**config.mk**
```make
export PLATFORM = sky130hd
export DESIGN_NAME = prng_word_reader
export DESIGN_NICKNAME = d
export VERILOG_FILES = /design/src/rtl/prng_word_reader.sv
export SDC_FILE = /design/constraint.sdc
export NUM_CORES = 1
export LEC_CHECK = 0
export ABC_AREA = 1
export BUFFER_PORTS_ARGS = -buffer_cell sky130_fd_sc_hd__buf_2
export CORE_ASPECT_RATIO = 1.1
export CORE_MARGIN = 2
export CORE_UTILIZATION = 40
export CTS_CLUSTER_SIZE = 14
export DETAILED_ROUTE_END_ITERATION = 12
export PLACE_DENSITY = 0.61
export SYNTH_ARGS = -nofsm -noshare
export SYNTH_HDL_FRONTEND = slang
export SYNTH_SLANG_ARGS = --single-unit
export TNS_END_PERCENT = 20
```
**constraint.sdc**
```tcl
create_clock -name clk -period 5 [get_ports clk]
set_clock_uncertainty 0.2 [all_clocks]
set_input_delay 1 -clock clk [delete_from_list [all_inputs] [get_ports clk]]
set_output_delay 1 -clock clk [all_outputs]
set_load 0.02 [all_outputs]
```
**src/rtl/prng_word_reader.sv**
```systemverilog
// prng_word_reader: requests bytes from prng_top, packs four of them LSB-first
// into a 32-bit word and queues the word in a small registered FIFO that
// drains over a valid/ready stream.
module prng_word_reader #(
  parameter int FIFO_DEPTH = 4,   // power of two, >= 2
  parameter int REQ_GAP    = 6,   // min cycles between get_random pulses, >= 5
  parameter int BYTE_LAT   = 1    // get_random cycle -> byte 0 valid, >= 1
) (
  input  logic        clk,
  input  logic        rst,
  input  logic        run,
  output logic        get_random,
  input  logic [7:0]  rng_byte,
  output logic        word_valid,
  output logic [31:0] word_data,
  input  logic        word_ready,
  output logic [15:0] word_count
);

  localparam int AW = $clog2(FIFO_DEPTH);

  localparam logic [2:0] S_IDLE = 3'd0;
  localparam logic [2:0] S_REQ  = 3'd1;
  localparam logic [2:0] S_WAIT = 3'd2;
  localparam logic [2:0] S_CAP  = 3'd3;
  localparam logic [2:0] S_GAP  = 3'd4;

  logic [2:0]    state_q, state_d;
  logic [15:0]   elapsed_q, elapsed_d;   // cycles since the last REQ cycle
  logic [1:0]    byte_q, byte_d;         // index of the next byte to capture
  logic [23:0]   word_q, word_d;         // bytes 0..2 of the word in progress
  logic [31:0]   mem_q [FIFO_DEPTH];
  logic [AW-1:0] wr_ptr_q, rd_ptr_q;
  logic [AW:0]   count_q;
  logic [15:0]   word_count_q;

  logic        launch;
  logic        wr_en;
  logic        pop;
  logic [31:0] wr_data;

  // Launch points are IDLE and the end of GAP; the previous word has already
  // been written there, so nothing is in flight and a free slot is enough.
  assign launch  = run && (count_q < (AW+1)'(FIFO_DEPTH));
  assign wr_en   = (state_q == S_CAP) && (byte_q == 2'd3);
  assign wr_data = {rng_byte, word_q};
  assign pop     = word_valid && word_ready;

  assign get_random = (state_q == S_REQ);
  assign word_valid = (count_q != '0);
  assign word_data  = word_valid ? mem_q[rd_ptr_q] : 32'h0;
  assign word_count = word_count_q;

  // Request/capture sequencing and the elapsed-cycle timer.
  always_comb begin
    state_d   = state_q;
    byte_d    = byte_q;
    word_d    = word_q;
    elapsed_d = (elapsed_q == 16'hFFFF) ? elapsed_q : elapsed_q + 16'd1;
    case (state_q)
      S_IDLE: if (launch) state_d = S_REQ;
      S_REQ: begin
        byte_d  = 2'd0;
        state_d = (BYTE_LAT == 1) ? S_CAP : S_WAIT;
      end
      S_WAIT: if (elapsed_q >= 16'(BYTE_LAT - 1)) state_d = S_CAP;
      S_CAP: begin
        byte_d = byte_q + 2'd1;
        case (byte_q)
          2'd0:    word_d[7:0]   = rng_byte;
          2'd1:    word_d[15:8]  = rng_byte;
          2'd2:    word_d[23:16] = rng_byte;
          default: state_d       = S_GAP;
        endcase
      end
      S_GAP: if (elapsed_q >= 16'(REQ_GAP - 1)) state_d = launch ? S_REQ : S_IDLE;
      default: state_d = S_IDLE;
    endcase
    // Timer reads zero during the REQ cycle itself.
    if (state_d == S_REQ) elapsed_d = 16'd0;
  end

  // FSM, capture and FIFO bookkeeping registers.
  always_ff @(posedge clk) begin
    if (rst) begin
      state_q      <= S_IDLE;
      elapsed_q    <= 16'd0;
      byte_q       <= 2'd0;
      word_q       <= 24'd0;
      wr_ptr_q     <= '0;
      rd_ptr_q     <= '0;
      count_q      <= '0;
      word_count_q <= 16'd0;
    end else begin
      state_q      <= state_d;
      elapsed_q    <= elapsed_d;
      byte_q       <= byte_d;
      word_q       <= word_d;
      word_count_q <= wr_en ? word_count_q + 16'd1 : word_count_q;
      if (wr_en) wr_ptr_q <= wr_ptr_q + AW'(1);
      if (pop)   rd_ptr_q <= rd_ptr_q + AW'(1);
      case ({wr_en, pop})
        2'b10:   count_q <= count_q + (AW+1)'(1);
        2'b01:   count_q <= count_q - (AW+1)'(1);
        default: count_q <= count_q;
      endcase
    end
  end

  // FIFO storage; contents are only visible through word_data while valid.
  always_ff @(posedge clk) begin
    if (!rst && wr_en) mem_q[wr_ptr_q] <= wr_data;
  end

endmodule

```
## Word-level counts from Yosys, hierarchy flattened

Memory sizes are Yosys's and may differ from the RTL's. A register that Yosys moved wholly into a read port is not among the register bits.
Index checks and enable logic that the tools add are counted.

| operators by class | value |
|---|---|
| mux-type cells | 13 |
| $add $sub $neg | 7 |
| eq/ne operators | 11 |
| reductions and logical operators | 15 |
| $lt $le $gt $ge | 3 |

Operators with widths:

| operator | count |
|---|---|
| 16-bit by 1-bit adder with 16-bit output (second input constant) | 2 |
| 32-bit 2-to-1 mux | 1 |
| 16-bit == test (second input constant) | 1 |
| 16-bit by 1-bit >= comparator with 1-bit output (second input constant) | 1 |
| 16-bit by 3-bit >= comparator with 1-bit output (second input constant) | 1 |
| 3-bit one-hot mux with 5 select lines | 1 |
| 3-bit 2-to-1 mux | 4 |
| 2-bit by 1-bit adder with 2-bit output (second input constant) | 3 |
| 2-bit == test (second input constant) | 3 |
| 3-bit by 1-bit == test with 1-bit output (second input constant) | 2 |
| 3-bit by 2-bit == test with 1-bit output (second input constant) | 2 |
| 3-bit one-hot mux with 2 select lines | 1 |
| 2-bit AND reduction | 3 |
| 2-bit by 1-bit == test with 1-bit output (second input constant) | 2 |
| 1-bit logical AND | 4 |
| 2-bit 2-to-1 mux | 2 |
| 2-bit one-hot mux with 2 select lines | 1 |
| 2-bit nonzero test | 2 |
| 3-bit by 1-bit adder with 3-bit output (second input constant) | 1 |
| 3-bit == test (second input constant) | 1 |
| 3-bit logical NOT | 1 |
| 3-bit less-than comparator (second input constant) | 1 |
| 1-bit 2-to-1 mux | 3 |
| 3-bit nonzero test | 1 |
| other kinds (5) | 5 |

| word-level totals | value |
|---|---|
| bits in registers | 68 |
| logic and storage cells | 60 |
| bits in writable memories | 128 |
| input bits | 12 |
| output and inout port bits | 50 |
| memories | 1 |

Memory list:

| name | depth | bits a word | read ports | clocked after memory_dff | wr ports | RTL line | source |
|---|---|---|---|---|---|---|---|
| mem_q | 4 | 32 | 1 | 1 | 1 | 32 | `logic [31:0] mem_q [FIFO_DEPTH];` |

## Longest topological paths before layout

| logic depth | value |
|---|---|
| depth in word-level cells | 7 |
| mapped depth | 11 |
| mapped depth without buffers | 10 |

## Worst setup path after synthesis

Ideal clock, no wire load.

| timing path | value |
|---|---|
| kind | input -> register |
| from | in rst |
| to | mem mem_q[0][0], enable pin |
| path slack | 1,741 ps |
| data required time | 4,379 ps |
| arrival | 2,638 ps |
| stages | 3 |
| library setup time | 421 ps |
| path buffers | 0 |
| cell sequence | inv_1 > nand2_1 > nor2_1 |

| on the way | value |
|---|---|
| cells in the longest elaborated chain, start to end | 4 |

RTL lines:

| item | RTL line | source |
|---|---|---|
| from (decl) | 10 | `input logic rst,` |
| 1-bit logical NOT | 112 | `if (!rst && wr_en) mem_q[wr_ptr_q] <= wr_data;` |
| 1-bit logical AND | 112 |  |
| 1-bit 2-to-1 mux | 112 |  |
| 1-bit 2-to-1 mux (not written as such) | 112 |  |
| to (decl) | 32 |  |

Every way passes these cells.

==> metrics.md <==
| Metric | Value |
|---|---|
| CTS H-tree lvls | 4 |
| Status | finished clean |
| CTS root buf | clkbuf_16 |
| Placer congestion estimate | between 0.8 and 0.9 |
| Flops & latches, synth | 198 |
| CTS max path bufs | 2 |
| Power Density | 376 mW/mm^2 |
| FMAX | 0.261 GHz |
| Max Slew Vio Count | 0 |
| Final Hold Violating Endpoints | 0 |
| Worst-skew pair later-pin latency | 0.43 ns |
| Syn nets | around 890 |
| Resize count post-CTS | 0 |
| Worst Path Required | 3.80 ns |
| Ys Warns | 0 |
| WL met3 | 629 microns |
| Crit end category | primary output |
| CTS tree | done |
| R2R Setup Slk | ~2 ns |
| Worst Tran Pin Value | roughly 1.1 ns |
| Post-synthesis cell type count | 35 |
| Internal | ~2.7 mW |
| Via count | 5874 |
| Core Util, Final | 46.5% |
| Reg area | between 0.005 and 0.006 sq mm |
| Congestion Overflow GR | 0 |
| Mean post-synth cell area | just under 10 sq um |
| Max Cap Viol | 0 |
| Highest Signal Layer | met4 |
| Post-Route WL | around 18000 microns |
| Hold buffers post-CTS | 0 |
| Die W | 142 microns |
| Ant. Diodes | 0 |
| Switching share of power | 24.5% |
| Leak | 3.52 nW |
| FP Rows | 55 |
| Clk pwr share | just over 40% |
| Drt first pass iters | 5 |
| Fin crit period | approximately 3.8 ns |
| Fin nets | roughly 940 |
| Layout cells sized above 1 | 14.5% |
| DR WL/cell | 15.0 microns |
| WL met1 | between 7000 and 8000 microns |
| Initial Util | around 41% |
| Critical path data arrival time | approximately 2.6 ns |
| Crit path launch type | flip-flop |
| Post-CTS Repair Setup Buffers | 0 |
| Initial antenna violation count | 0 |
| Reg2reg end | mem_q[1][14] |
| FF-to-FF Start | byte_q[1] |
| CTS sink count | between 150 and 200 |
| Compound-Gate Fraction of Synth Area | approximately 9.8% |
| Initial DRC count | around 310 |
| Dpl hpwl | 11000 microns |
| Combinational Power Share | 10.8% |
| Sequential share of power | between 40% and 50% |
| Adder-cell area share of the yosys netlist | around 2.3% |
| Num ports | a little over 60 |
| Die Height | ~160 microns |
| Hold Crit Class | reg2reg |
| Vias in the first global route | about 5.5k |
| CP Class | reg2out |
| Register-to-Register Path Depth | 5 |
| Synth Area in XOR/XNOR | between 1 and 1.5% |
| # DRC | 0 |
| Largest family of logic cells by synthesized area | simple AND/OR/NAND/NOR gates |
| Core area | 0.0206 sq mm |
| Detail Route Antenna Nets | 0 |
| Total global-route track usage | ~17% |
| Pin count of the biggest net entering global routing | 65 |
| DIE AREA | roughly 0.022 sq mm |
| Net switching power figure | 0.883 mW |
| Relative slew slack | roughly a quarter |
| Setup TNS Final | 0 ns |
| Vias per inst | 4.98 |
| Syn Inst Count | roughly 860 |
| Mux contribution to synthesized area | 0% |
| CP endpoint | word_data[21] |
| Peak VDD IR | between 0.2 and 0.25 mV |
| Final setup viols | 0 |
| # port buffers | between 60 and 70 |
| First-pass GRT wire length | roughly 29000 microns |
| Worst-path fanout max | 39 |
| Multi-input combinational cell area | between 0.002 and 0.003 sq mm |
| Post-route clock period utilization | about 77% |
| Simple-gate portion of the synthesized area | between 10% and 20% |
| Clk slew on worst S/H paths | ~0.06 ns |
| Post-Syn Area | roughly 0.0084 sq mm |
| Wire length on met2 | around 9000 microns |
| Fillers | between 1.5k and 2k |
| P&R area growth vs syn | 13.7% |
| Seq/Total Area, Yosys | about 62% |
| RSZ-0062 raised after global routing | no |
| Number of buffers created by CTS | 17 |
-- layout by cell type (no fill, tap or decap), drive strengths merged --
cell type	synthesis	layout
a21oi	83	83
and3	1	1
buf	14	65
bufinv	0	4
clkbuf	22	20
clkinv	2	7
dfxtp	70	70
edfxtp	128	128
fa	1	1
ha	14	14
inv	52	55
nand2	108	108
nand3	42	42
nand4	4	4
nor2	215	215
nor3	10	10
nor3b	1	1
nor4	1	1
o21a	1	1
o21ai	80	80
xnor2	4	4
xor2	9	9
-- flip-flops by register name, summed over array words and instances, names as in the netlist, named ones only --
register,count
state_q,3
mem_q,128
elapsed_q,16
word_count,16
count_q,3
rd_ptr_q,2
wr_ptr_q,2
word_q,24
byte_q,2
-- Yosys cell counts --
cell type	n	area (sq um)
a21oi_1	83	415
and3_1	1	6.26
buf_1	6	22.5
buf_12	1	20.0
buf_2	4	20.0
buf_4	2	15.0
buf_6	1	11.3
clkbuf_1	22	82.6
clkinv_1	2	7.51
dfxtp_1	70	1400
edfxtp_1	128	3840
fa_1	1	20.0
ha_1	14	175
inv_1	50	188
inv_2	2	7.51
nand2_1	103	387
nand2_2	3	18.8
nand2_4	2	22.5
nand3_1	41	205
nand3_4	1	17.5
nand4_1	4	25.0
nor2_1	193	724
nor2_2	20	125
nor2_4	1	11.3
nor2_8	1	20.0
nor3_1	6	30.0
nor3_2	2	20.0
nor3_4	2	32.5
nor3b_1	1	7.51
nor4_1	1	6.26
o21a_1	1	7.51
o21ai_0	77	385
o21ai_1	3	15.0
xnor2_1	4	35.0
xor2_1	9	78.8
-- worst max-delay path, stage by stage, from the launching register on --
cell	delay [ns]
dfxtp_2	0.33
clkinv_1	0.80
buf_4	0.55
o21ai_0	0.18
a21oi_1	0.11
buf_2	0.22
-- how the worst min path moves through the flow --
| stage | from | to | slack (ns) | cells after the start |
|---|---|---|---|---|
| 2_1_floorplan | rd_ptr_q[1] | flip-flop | 0.24 | 2 |
| 3_3_place_gp | rd_ptr_q[0] | rd_ptr_q[0] | 0.26 | 1 |
| 3_5_place_dp | rd_ptr_q[1] | rd_ptr_q[1] | 0.27 | 2 |
| 4_1_cts | rd_ptr_q[0] | flip-flop | 0.29 | 1 |
| 5_1_grt | rd_ptr_q[0] | flip-flop | 0.30 | 1 |
| 6_report | rd_ptr_q[0] | rd_ptr_q[0] | 0.28 | 1 |
-- cell type report --
class | count | area share (%)
well taps | 256 | 3.35
multi-input cells | 574 | 29.6
repair buffers | 65 | 3.51
clock buffers | 20 | 4.78
inverters | 54 | 2.12
flip-flops and latches | 198 | 54.9
clock inverters | 12 | 1.82
-- through the flow --
| step | hold WS (ns) | cells | cell area [sq um] | power, mW | worst slack [ns] |
|---|---|---|---|---|---|
| finish | 0.281 | 1179 | 9560 | 3.60 | 1.17 |
| global route | 0.299 | 1179 | 9560 | 3.74 | 0.954 |
| CTS | 0.285 | 1179 | 9560 | 3.63 | 1.12 |
| detailed placement | 0.267 | 1147 | 8930 | 2.19 | 1.22 |
| global placement | 0.258 | 1147 | 8930 | 2.19 | 1.28 |
| floorplan | 0.236 | 862 | 8410 | 2.06 | 1.74 |
-- power by group through the flow --
stage | logic (mW) | registers, mW | clock network, mW
6_report | 0.389 | 1.76 | 1.45
2_1_floorplan | 0.269 | 1.79 | 0
5_1_grt | 0.431 | 1.76 | 1.55
3_5_place_dp | 0.397 | 1.80 | 0
4_1_cts | 0.398 | 1.76 | 1.48
3_3_place_gp | 0.393 | 1.79 | 0
-- cell families (layout without fill, tap and decap cells) --
group | Yosys count | count (layout)
buf+inv | 90 | 151
flops | 198 | 198
simple gates | 382 | 382
xor+xnor | 13 | 13
compound gates | 164 | 164
fa+ha+maj | 15 | 15
-- layer usage --
layer / vias up / track usage (%)
li1: 2999 / -
met1: 2757 / 21.2
met2: 107 / 28.4
met3: 11 / 3.65
met4: 0 / 4.14
met5: - / 0
Power figures use the tool's default switching activity.
